==> src/rtl/mul_operand_feeder.sv <==
// Fetches IEEE-754 operand words from the host FIFO, pairs them A,B and presents them to the multiplier.
// Define MUL_FEEDER_SQUARE_EN to feed each FIFO word to both operands (x*x) instead.
`timescale 1ns/1ps
module mul_operand_feeder #(
  parameter int VEC_LEN = 128,
  parameter int CNT_W   = 8
) (
  input  logic             bus_clk,
  input  logic             reset,
  input  logic             fifo_rd_empty,
  output logic             fifo_rd_en,
  input  logic [31:0]      fifo_rd_data,
  output logic             s_axis_a_tvalid,
  input  logic             s_axis_a_tready,
  output logic [31:0]      s_axis_a_tdata,
  output logic             s_axis_b_tvalid,
  input  logic             s_axis_b_tready,
  output logic [31:0]      s_axis_b_tdata,
  output logic             op_last,
  output logic [CNT_W-1:0] pair_idx,
  output logic             vec_done
);

  localparam logic [CNT_W-1:0] LAST_IDX = CNT_W'(VEC_LEN - 1);

  typedef enum logic [2:0] {
    FETCH_A,
    WAIT_A,
    FETCH_B,
    WAIT_B,
    PRESENT
  } state_t;

  state_t           state;
  state_t           next_state;
  logic             a_ok;
  logic             b_ok;
  logic             pair_done;
  logic             at_last;
  logic [CNT_W-1:0] next_idx;

  always_comb begin
    next_state = state;
    fifo_rd_en = ((state == FETCH_A) || (state == FETCH_B)) && !fifo_rd_empty && !reset;
    // A channel that already handshook counts as done while the other one waits.
    a_ok       = !s_axis_a_tvalid || s_axis_a_tready;
    b_ok       = !s_axis_b_tvalid || s_axis_b_tready;
    pair_done  = (state == PRESENT) && a_ok && b_ok;
    at_last    = (pair_idx == LAST_IDX);
    next_idx   = at_last ? '0 : pair_idx + CNT_W'(1);
    case (state)
      FETCH_A: if (fifo_rd_en) next_state = WAIT_A;
`ifdef MUL_FEEDER_SQUARE_EN
      WAIT_A:  next_state = PRESENT;
`else
      WAIT_A:  next_state = FETCH_B;
`endif
      FETCH_B: if (fifo_rd_en) next_state = WAIT_B;
      WAIT_B:  next_state = PRESENT;
      PRESENT: if (pair_done) next_state = FETCH_A;
      default: next_state = FETCH_A;
    endcase
  end

  always_ff @(posedge bus_clk) begin
    if (reset) begin
      state           <= FETCH_A;
      s_axis_a_tvalid <= 1'b0;
      s_axis_b_tvalid <= 1'b0;
      s_axis_a_tdata  <= '0;
      s_axis_b_tdata  <= '0;
      op_last         <= 1'b0;
      pair_idx        <= '0;
      vec_done        <= 1'b0;
    end else begin
      state    <= next_state;
      vec_done <= pair_done && at_last;
      // Standard FIFO: the word strobed in FETCH_x is on fifo_rd_data during WAIT_x.
      if (state == WAIT_A) begin
        s_axis_a_tdata <= fifo_rd_data;
`ifdef MUL_FEEDER_SQUARE_EN
        s_axis_b_tdata  <= fifo_rd_data;
        s_axis_a_tvalid <= 1'b1;
        s_axis_b_tvalid <= 1'b1;
`endif
      end
      if (state == WAIT_B) begin
        s_axis_b_tdata  <= fifo_rd_data;
        s_axis_a_tvalid <= 1'b1;
        s_axis_b_tvalid <= 1'b1;
      end
      if (s_axis_a_tvalid && s_axis_a_tready) s_axis_a_tvalid <= 1'b0;
      if (s_axis_b_tvalid && s_axis_b_tready) s_axis_b_tvalid <= 1'b0;
      if (pair_done) begin
        pair_idx <= next_idx;
        op_last  <= (next_idx == LAST_IDX);
      end
    end
  end

endmodule

==> config.mk <==
export PLATFORM = sky130hd
export DESIGN_NAME = mul_operand_feeder
export DESIGN_NICKNAME = d
export VERILOG_FILES = /design/src/rtl/mul_operand_feeder.sv
export SDC_FILE = /design/constraint.sdc
export NUM_CORES = 1
export LEC_CHECK = 0
export CAP_MARGIN = 10
export CORE_UTILIZATION = 43
export CTS_CLUSTER_DIAMETER = 80
export DETAILED_ROUTE_END_ITERATION = 8
export HOLD_SLACK_MARGIN = 0.15
export PLACE_DENSITY = 0.79
export SETUP_SLACK_MARGIN = 0.02
export SLEW_MARGIN = 15
export SYNTH_ARGS = -nofsm -noshare
export SYNTH_HDL_FRONTEND = slang
export SYNTH_SLANG_ARGS = --single-unit
==> constraint.sdc <==
create_clock -name bus_clk -period 1.8 [get_ports bus_clk]
set_input_delay 0.36 -clock bus_clk [delete_from_list [all_inputs] [get_ports bus_clk]]
set_output_delay 0.36 -clock bus_clk [all_outputs]
set_load 0.05 [all_outputs]
==> metrics.yaml <==
finalSetupViolations: 0
syn_nets: 411
clock_latency_ns: 0.34
clock-sinks: 79
syn2layout_area_growth_pct: 42.9
grt_pass1_wl_um: 12200
cp-end-kind: "output pin"
grt_max_degree: 39
viasPerCell: 5.10
synth_seq_area_share_pct: 53.5
die-area_mm2: 0.00721
mostFrequentLayoutCell: "nand2_1"
grt.total_usage_pct: 21.0
path_class: "reg -> out"
vdd_drop_max_uv: 666
p_leak_nw: 1.66
drtAntennaViolNets: 0
path_max_fanout: 7
rsz0062_at_grt: "no"
vias: 2874
syn_area_mm2: 0.00296
cts-root-buf: "clkbuf_8"
cap_violations: 0
yosysUniqueCellTypes: 33
antenna_found_initial: 0
fin_ws_ns: 0.120
globalRouteOverflowTotal: 0
core_mm2: 0.00649
status: "finished with violations"
fmax_ghz: 0.595
finalHoldViolCount: 0
first_global_vias: 2608
drt-total-wl_um: 7400
postCtsHoldBufs: 0
clkSlewWorstSetupHoldPaths_ns: 0.08
tightestPinTransition_ns: 0.483
arrival_ns: 1.32
clk_path_buf_depth: 2
violations: "DRC"
wire_per_inst_um: 13.1
async_flop_share_pct: 0
cts_buffers: 9
layout_min_cycle_time_ns: 1.68
dpl_worst_slack_ns: -0.0364
synth-main-ff-cell: "dfxtp_1"
layout_common_cells: "nand2_1 (136), buf_4 (88), dfxtp_1 (75)"
utilization_pct: 65.1
row_count: 29
port-buffer-count: 113
routabilityCongestion: 0.854
tns_ns: 0
diodes: 0
ys_seq_elements: 79
drcViolationCount: 10
period_share_pct: 93.3
syn_area_per_cell_um2: 7.95
critPathLaunchType: "flip-flop"
slew_violations: 0
worst_ep_required_time_ns: 1.44
ios: 114
finalNetCount: 522
hold_path_class: "in -> reg"
initial_core_util_pct: 45.5
final_layout_size_suffix_gt1_share_pct: 23.6
synth_edf_count: 0
cts-htree-levels: 3
cts.repair.resized: 1
p_per_area_mw_per_mm2: 856
ys_warn_count: 0
cts_tree: "yes"
fin_skew_ns: 0.0165
maxSlewHeadroom_pct: 67.9
drt_iter0_markers: 146
dp_hpwl_um: 5170
cts_setup_buffers: 0
drt-pass1-iter-count: 9
postSynthCellCount: 372
die-height_um: 84.9
die_w_um: 84.9
[metal layers]
layer | part of all wire [%] | track usage [%]
met1 | 43 | 26.0
met2 | 49 | 34.7
met3 | 7.2 | 6.42
met4 | 1.2 | 7.55
met5 | 0 | 0
[logic make-up (layout without fill, tap and decap cells)]
family          Yosys count  after routing  synth area share (%)
fa+ha+maj                 2              2                 0.846
compound gates           84             84                  15.3
xor+xnor                  4              4                  1.18
flops                    79             79                  53.5
simple gates            174            174                  25.4
buf+inv                  29            144                  3.85
[synth_stat cells (all sizes together) (2+ instances only)]
| cell | count | share of area (%) |
|---|---|---|
| nand2 | 136 | 17 |
| dfxtp | 79 | 53 |
| a21oi | 71 | 12 |
| clkbuf | 23 | 2.9 |
| nor2 | 7 | 0.89 |
| nand3 | 6 | 1.2 |
| buf | 4 | 0.68 |
| nor3 | 4 | 0.68 |
| nand2b | 3 | 0.63 |
| nand4 | 3 | 0.63 |
| nor3b | 3 | 1.1 |
| o21ai | 3 | 0.51 |
| or3 | 3 | 0.63 |
| xnor2 | 3 | 0.89 |
| and3 | 2 | 0.42 |
| ha | 2 | 0.85 |
| inv | 2 | 0.25 |
| nand3b | 2 | 0.51 |
| nor4 | 2 | 0.42 |
| o21a | 2 | 0.51 |
| o31ai | 2 | 0.51 |
[through the flow]
step	power [mW]	hold WS, ns	cell area, um2	instances
6_report	3.62	0.373	4230	564
3_3_place_gp	2.39	0.443	4040	549
5_1_grt	3.76	0.378	4230	564
2_1_floorplan	2.18	0.437	2980	372
3_5_place_dp	2.40	0.447	4040	549
4_1_cts	3.65	0.356	4230	564
[critical path, cell delays in order, from the launching register on]
cell and delay (ns):
dfxtp_1 0.32, buf_4 0.16, nor4_4 0.33, buf_12 0.18
[power by group]
| group | total (mW) | switching [mW] | internal [mW] |
|---|---|---|---|
| sequential | 1.84 | 0.0358 | 1.80 |
| clock | 1.26 | 0.591 | 0.673 |
| combinational | 0.517 | 0.326 | 0.192 |
| total | 3.62 | 0.952 | 2.66 |
[layout make-up]
type                            instances  area, um2
Clock inverter                          3       43.8
Multi-Input combinational cell        264       1280
Inverter                                2       7.51
Clock buffer                           12        145
Sequential cell                        79       1590
Tap cell                               77       96.3
Fill cell                             574       2270
Timing Repair Buffer                  127       1060
[path summary, 6_finish.rpt]
kind | from | to | slack (ns) | cells after the start
hold / removal | reset | pair_idx[0] | 0.37 | 2
hold reg to reg | s_axis_b_tdata[27] | s_axis_b_tdata[27] | 0.46 | 2
setup / recovery | state[2] | fifo_rd_en | 0.12 | 3
setup reg to reg | state[0] | pair_idx[7] | 0.21 | 4
[registers in the layout (all words and copies together), names as in the netlist]
register         flops
pair_idx             8
op_last              1
s_axis_b_tdata      32
state                3
s_axis_b_tvalid      1
s_axis_a_tdata      32
vec_done             1
s_axis_a_tvalid      1
Note: power is estimated with default switching activity, not from simulation.
==> RTL edit, RTL diff (same flow settings) <==
The parameter `CNT_W` goes from 8 to 10.
--- a/src/rtl/mul_operand_feeder.sv
+++ b/src/rtl/mul_operand_feeder.sv
@@ -3,7 +3,7 @@
 `timescale 1ns/1ps
 module mul_operand_feeder #(
   parameter int VEC_LEN = 128,
-  parameter int CNT_W   = 8
+  parameter int CNT_W   = 10
 ) (
   input  logic             bus_clk,
   input  logic             reset,
Ports: changed (resized pair_idx); port bits go from 114 to 116. The function was not compared with the original's and may differ.
==> RTL edit against the original RTL <==
- clock power increased by 17%
- synthesized area increased by 3.8%
- total power increased by 7.9%
- critical path type is now register to register
- fmax increased by 1.4%
- wire length increased by 3.9%
- largest cell class unchanged
- sequential cell count increased by 2
- cell area increased by 5.6%
- utilization increased by 0.26 points
- clock skew decreased by 0.0078 ns
- setup slack improved by 0.023 ns
- synthesized cell count increased by 2.7%
- first-iteration DRC count decreased by 31%
==> RTL edit: results (changes against the original RTL) <==
outcome: "completed"
dpl_cell_area_um2: 4210  # +4.3%
cp_top_family: "simple AND/OR/NAND/NOR gates"
hold_class: "register to register"
syn_nets: 421  # +2.4%
critPathKind: "register to register"
grt_pass1_wl_um: 12500  # +2.7%
ys_types: 37  # +12%
gr-usage-met3: 0.0676  # +0.00342
wirelength_met1_um: 3320  # +5.1%
ir_worst_vdd_v: 0.000597  # -10%
crit_arrival_ns: 1.88  # +0.56 ns
initialDrtViolationCount: 101  # -31%
reg2reg_slack_ns: 0.14  # -0.07 ns
place_ws_ns: -0.165  # -0.128 ns
grt_max_degree: 50  # +28%
globalplace.congestion: 0.842  # -1.5%
grt_usage: 0.212  # +0.00204
p_leak_nw: 1.73  # +4.5%
worst_slew_pin_slew_ns: 0.492  # +0.00907 ns
fmax_ghz: 0.604  # +1.4%
dr.pass1.iters: 4  # -5
cpPeakStageDelay_ns: 0.62  # +0.29 ns
path_max_fanout: 6  # -1
fin_worst_skew_ns: 0.00866  # -0.00784 ns
reg2reg_from: "pair_idx[1]$_SDFFE_PP0P_"
holdWs_ns: 0.456  # +0.0834 ns
min_from: "s_axis_b_tdata[15]$_SDFFE_PP0P_"
cts-resized-gates: 0  # -1
dp_hpwl_um: 5280  # +2.0%
grtUsageMet2: 0.346  # -0.00104
yosys-top-cells-count: "nand2_1, dfxtp_1, a21oi_1"
drive_gt1_frac: 0.257  # +0.0208
crit_path_end: "pair_idx[7]$_SDFFE_PP0P_"
worstHoldEndpoint: "s_axis_b_tdata[15]$_SDFFE_PP0P_"
top_regs: "s_axis_a_tdata: 32 flops, s_axis_b_tdata: 32 flops, pair_idx: 10 flops"
slowest_stage: "or4_1"
RTL edit: cell count changes after synthesis, moves of 2 or more:
cell / unedited run / this run
o31ai_1: 2 / 4
dfxtp_1: 79 / 81
nand2_1: 136 / 138
or4_1: 0 / 6
or3_1: 3 / 1
nor3_1: 4 / 2
buf_2: 4 / 1
nand3_1: 5 / 7
and4_1: 0 / 2
o21ai_0: 3 / 1
clkbuf_1: 23 / 25
RTL edit: stage by stage:
stage / TNS [ns] / util / instances / total power, W
6_report: 0 / 0.653 / 598 / 0.00390
5_1_grt: 0 / 0.653 / 598 / 0.00407
4_1_cts: 0 / 0.650 / 598 / 0.00394
3_5_place_dp: -0.767 / 0.616 / 582 / 0.00247
3_3_place_gp: -0.539 / 0.616 / 582 / 0.00246
2_1_floorplan: 0 / - / 382 / 0.00224
RTL edit: area by class of cell:
| class | instances | area [um^2] |
|---|---|---|
| Clock buffer | 10 | 138 |
| Inverter | 2 | 7.51 |
| Fill cell | 588 | 2370 |
| Timing Repair Buffer | 131 | 1090 |
| Clock inverter | 6 | 90.1 |
| Sequential cell | 81 | 1640 |
| Tap cell | 96 | 120 |
| Multi-Input combinational cell | 272 | 1380 |
RTL edit: worst register-to-register path: stages (launching register included):
cell,delay [ns]
dfxtp_4,0.38
ha_2,0.20
nand2_1,0.08
or4_1,0.62
or4b_1,0.20
a21oi_1,0.05
RTL edit: cells by family after synthesis:
logic type	after synthesis	share of synthesized area
compound gates	84	0.149
xor+xnor	5	0.0143
fa+ha+maj	2	0.00815
buf+inv	29	0.0383
flops	81	0.528
simple gates	181	0.262
RTL edit: report_power, final:
| part | total [W] | switching [W] | internal [W] |
|---|---|---|---|
| Sequential | 0.00188 | 0.0000403 | 0.00184 |
| Combinational | 0.000539 | 0.000341 | 0.000198 |
| Clock | 0.00148 | 0.000657 | 0.000824 |
